$ cat src/rtl/blind_cycler.sv
// blind_cycler: open-loop modulo position counter advanced by rising edges of nxt.
// Define BLIND_CYCLER_SYNC_EN to add two-flop synchronizers on nxt and dir.
module blind_cycler #(
    parameter int CYCLE_LEN = 8
) (
    input  logic       clk,
    input  logic       rst_n,
    input  logic       dir,
    input  logic       nxt,
    output logic [2:0] out_num
);
    localparam logic [2:0] LAST = 3'(CYCLE_LEN - 1);

    logic nxt_s;
    logic dir_s;
    logic nxt_h;
    logic hist_vld;
    logic step;

    function automatic logic [2:0] step_up(input logic [2:0] pos);
        return (pos == LAST) ? 3'd0 : pos + 3'd1;
    endfunction

    function automatic logic [2:0] step_dn(input logic [2:0] pos);
        return (pos == 3'd0) ? LAST : pos - 3'd1;
    endfunction

`ifdef BLIND_CYCLER_SYNC_EN
    logic nxt_p0;
    logic dir_p0;
    logic vld_p0;
    logic vld_p1;

    // Stage p0 -> s: two-flop synchronizers, plus a fill marker that keeps the
    // edge history primed until post-reset flush zeros have left the pipeline.
    always_ff @(posedge clk or negedge rst_n) begin
        if (!rst_n) begin
            nxt_p0 <= 1'b0;
            nxt_s  <= 1'b0;
            dir_p0 <= 1'b0;
            dir_s  <= 1'b0;
            vld_p0 <= 1'b0;
            vld_p1 <= 1'b0;
        end else begin
            nxt_p0 <= nxt;
            nxt_s  <= nxt_p0;
            dir_p0 <= dir;
            dir_s  <= dir_p0;
            vld_p0 <= 1'b1;
            vld_p1 <= vld_p0;
        end
    end

    assign hist_vld = vld_p1;
`else
    assign nxt_s    = nxt;
    assign dir_s    = dir;
    assign hist_vld = 1'b1;
`endif

    assign step = nxt_s & ~nxt_h;

    // Edge history and position register
    always_ff @(posedge clk or negedge rst_n) begin
        if (!rst_n) begin
            nxt_h   <= 1'b1;
            out_num <= 3'd0;
        end else begin
            nxt_h <= hist_vld ? nxt_s : 1'b1;
            if (step) begin
                out_num <= dir_s ? step_dn(out_num) : step_up(out_num);
            end
        end
    end

endmodule

$ cat config.mk
export PLATFORM = sky130hd
export DESIGN_NAME = blind_cycler
export DESIGN_NICKNAME = d
export VERILOG_FILES = /design/src/rtl/blind_cycler.sv
export SDC_FILE = /design/constraint.sdc
export NUM_CORES = 1
export LEC_CHECK = 0
export BUFFER_PORTS_ARGS = -buffer_cell sky130_fd_sc_hd__buf_4
export CORE_AREA = 10 10 47 49
export CTS_BUF_LIST = sky130_fd_sc_hd__clkbuf_16
export CTS_CLUSTER_SIZE = 20
export DETAILED_ROUTE_END_ITERATION = 12
export DIE_AREA = 0 0 57 59
export GPL_ROUTABILITY_DRIVEN = 0
export PLACE_DENSITY_LB_ADDON = 0.2
export SYNTH_ARGS = -nofsm -noshare
export SYNTH_HDL_FRONTEND = slang
export SYNTH_SLANG_ARGS = --single-unit
$ cat constraint.sdc
create_clock -name clk -period 3.85 [get_ports clk]
set_clock_uncertainty 0.05 [all_clocks]
set_input_delay 0.385 -clock clk [delete_from_list [all_inputs] [get_ports clk]]
set_output_delay 0.385 -clock clk [all_outputs]
set_load 0.02 [all_outputs]
## Word level (Yosys, flattened, before mapping)

Index checks and enable logic that the tools add are counted.
Widths: inputs -> output; s select.

- Register bits after elaboration: 4
- Bits of input ports: 4
- Output and inout port bits: 3

- $add $sub $neg: 2
- Eq/ne operators: 1
- Muxes and demuxes: 3
- Bitwise logic cells: 2
- Reduce and logical (&&, ||, !) cells: 1

Operators by type and width:

| kind | number |
|---|---|
| $mux 3 | 3 |
| $add 3x1->3 const B | 1 |
| $eq 3x3->1 const B | 1 |
| $logic_not 3->1 | 1 |
| $sub 3x1->3 const B | 1 |
| $and 1x1->1 | 1 |
| $not 1->1 | 1 |

## Longest topological paths before layout

- Word-level depth: 3
- Gate-level depth with buffers: 5
- Depth with buffers taken out: 5

## Least setup slack after synthesis

No wires, ideal clock.

- Path type: register to register
- Start: register out_num[0]
- End: register out_num[2]
- Setup time: 121 ps
- Data arrival time: 1256 ps
- Path slack: 2423 ps
- Cell stages (with the launch flop): 6
- Clock period less this slack: 1427 ps
- Path through: dfrtp_1 ha_1 ha_1 nor2_1 a31oi_1 o22a_1

- Longest elaborated chain between the ends: 3
- Elaborated cells between the ends (all ways): 7
- Those cells by class: add/sub: 2; eq/ne: 1; mux: 3; reduce/logical: 1

RTL lines:

| item | RTL line | source |
|---|---|---|
| start: declaration | 10 | `output logic [2:0] out_num` |
| start signal: assignment | 71 | `out_num <= dir_s ? step_dn(out_num) : step_up(out_num);` |
| $add 3x1->3 (tied with other cells) | 21 | `return (pos == LAST) ? 3'd0 : pos + 3'd1;` |
| $mux 3 (on tied branches) | 21, 25 |  |
| $mux 3 * | 71 |  |

Mark *: on every way between the ends. The rest lies on a longest branch, timed or not.
A chain may end at the register's enable or synchronous reset.

## Final worst setup path

Ends and elaborated chain as after synthesis.

==> qor.csv <==
stage;metric;value;unit
synthesis;Cells after Synth;26;
power;Max IR drop VDD;0.000296;V
setup_path;critical path class;reg -> reg;
clock_tree;Root Driver;clkbuf_16;
setup_path;cell family contributing the most delay on the critical path;adder cells;
clock_tree;Clock transition at path regs;0.03;ns
timing;Post-Route Setup TNS;0;ns
clock_tree;clock sinks;4;
floorplanning;DIE AREA;3360;µm²
setup_path;CP Max Fanout;4;
synthesis;Syn. warnings;0;
setup_path;Slowest-stage cell, CP;dfrtp_1;
detailed_routing;Via density;4.11;
timing;final setup violation count;0;
place;Port Buf Inserts;6;
power;P_leak;0.193;nW
floorplanning;number of core rows;14;
final_layout;multi-input logic area;134;µm²
setup_path;CP Cell Sequence;ha_1 -> ha_1 -> nor2_1 -> a31oi_1 -> o22a_1;
power;Cell Pwr Density;876;nW/µm²
setup_path;Worst setup EP type;register;
detailed_routing;routed length per instance;10.7;µm
place;worst slack, placed;2.48;ns
synthesis;Netlist Area Pre-Place;246;µm²
timing;Slew Limit Headroom;0.848;
synthesis;biggest area consumer among synthesized cells;dfrtp_1;
synthesis;Syn Nets;34;
final_layout;Register Area;101;µm²
setup_path;CP dominant cell by count;ha_1;
clock_tree;Worst-Skew Late Latency;0.22;ns
timing;worst setup margin;2.48;ns
floorplanning;Die W;57;µm
floorplanning;Die Y;59;µm
floorplanning;Starting Density;0.176;
detailed_routing;# DRC;0;
status;status;completed;
final_layout;most frequent cells in the layout;6 x buf_4, 4 x ha_1, 3 x inv_1, 3 x clkbuf_16, 3 x dfrtp_1;
setup_path;data required time of the worst path;3.91;ns
final_layout;# fillers;156;
setup_path;Reg-to-Reg Start;out_num[0];
timing;worst-margin pin slew;0.228;ns
floorplanning;number of top-level pins;7;
synthesis;Synth cell types;16;
synthesis;register area share after synthesis;0.411;
synthesis;Avg Inst Size Synth;9.48;µm²
timing;min cycle time layout;1.37;ns
clock_tree;Longest Clk Path Bufs;2;
setup_path;critical path buffer and inverter count;0;
timing;Slew Limit Fails;0;
clock_tree;total CTS buffers;3;
clock_tree;TritonCTS clock tree;done;
final_layout;Antenna Cells;0;
final_layout;commonest non-fill, non-tap cell in the layout;buf_4;
detailed_routing;final WL;566;µm
grt;number of antenna violations at the first check in global routing;0;
detailed_routing;Routed Antenna Nets;0;
timing;Max Freq;728;MHz
setup_path;Critical Path Start;out_num[0];
detailed_routing;drt pass-1 iters;2;
detailed_routing;DR iter-0 viols;5;
synthesis;Synth top area share;0.305;
grt;GR Util All Layers;0.0384;
grt;vias in the first global route;245;
setup_path;Data arrival, critical path;1.43;ns
timing;RSZ-0062 raised after global routing;false;
grt;first-pass GRT wire length;1040;µm
grt;largest net degree at the start of global routing;8;
timing;Final Hold Viols;0;
synthesis;top post-synthesis cells by area;dfrtp_1 30%, ha_1 20%, dfstp_2 11%;
hold_path;hold path startpoint;nxt;
setup_path;CP startpoint kind;register;
final_layout;share of layout cells above drive strength 1;0.297;
hold_path;Min-Delay Path Class;in -> reg;
grt;gr ovfl total;0;
clock_tree;Clock H-tree levels;1;
final_layout;area grow syn2layout;62.4;%
detailed_routing;via count;218;
floorplanning;Core Area;1400;µm²
synthesis;FF+latch count, synth;4;
run;count of max-cap constraint violations;0;
setup_path;slowest stage delay, CP;0.39;ns
timing;fin crit share;0.357;
final_layout;# nets final;46;
-- registers in the layout, summed over array words and instances, names as in the netlist --
| register | flops |
|---|---|
| nxt_h | 1 |
| out_num | 3 |
-- layout make-up --
| class | count | share of cell area |
|---|---|---|
| multi-input combinational | 19 | 0.334 |
| clock buffer | 3 | 0.188 |
| inverter | 3 | 0.0281 |
| tap | 16 | 0.0500 |
| timing repair buffer | 7 | 0.137 |
| sequential | 4 | 0.253 |
| clock inverter | 1 | 0.00938 |
-- metal layers --
metal  wire length (µm)  GRT usage  part of all wire  vias to the layer above
met3                 19     0.0193             0.034                        2
met4                 14     0.0302             0.025                        0
met2                255     0.0574              0.45                        5
met1                276     0.0403              0.49                      100
li1                   -          -                 -                      111
met5                  0          0                 0                        -
-- through the flow --
| step | std cells | hold WS [ns] | util | instance area [µm²] | power [mW] |
|---|---|---|---|---|---|
| 6_report | 53 | 0.236 | 0.286 | 400 | 0.351 |
| 5_1_grt | 53 | 0.231 | 0.286 | 400 | 0.377 |
| 4_1_cts | 53 | 0.230 | 0.286 | 400 | 0.353 |
| 3_5_place_dp | 48 | 0.136 | 0.222 | 312 | 0.187 |
| 3_3_place_gp | 48 | 0.134 | 0.222 | 312 | 0.186 |
| 2_1_floorplan | 26 | 0.0394 | - | 246 | 0.144 |
-- final timing paths --
check	to	slack (ns)	cells after the start
max in group asynchronous	nxt_h	3.11	2
worst max-delay path	out_num[2]	2.48	5
min in group asynchronous	out_num[2]	0.44	2
worst min register to register	out_num[1]	0.49	2
worst min-delay path	nxt_h	0.24	1
worst max register to register	out_num[2]	2.48	5
-- Yosys cell counts --
master and instances:
o21ai_0 1, a211o_1 1, ha_1 4, o21ai_1 1, inv_1 2, inv_2 1
o22a_1 1, nand2_1 2, o22ai_1 1, nor2b_1 2, nor2_1 2, a21oi_1 2
dfrtp_1 3, a31oi_1 1, dfstp_2 1, nand2b_1 1
-- where the power goes --
group | leakage [nW] | internal (mW) | switching [mW]
registers | 0.0453 | 0.0564 | 0.0157
clock network | 0.0423 | 0.134 | 0.0287
logic | 0.106 | 0.0534 | 0.0624
-- kinds of logic after synthesis --
group | share of synthesized area
AO/OA/AOI/OAI | 0.203
AND/OR/NAND/NOR | 0.137
adder cells (fa/ha/maj) | 0.203
flip-flops | 0.411
buffers and inverters | 0.0457
-- repair_timing --
action / in CTS / in global routing
endpoints found under the hold margin: 3 / 0
resized for setup: 0 / 0
buffers inserted: 0 / 0
hold buffers: 1 / 0
No activity file was read; power rests on OpenSTA's default activity.
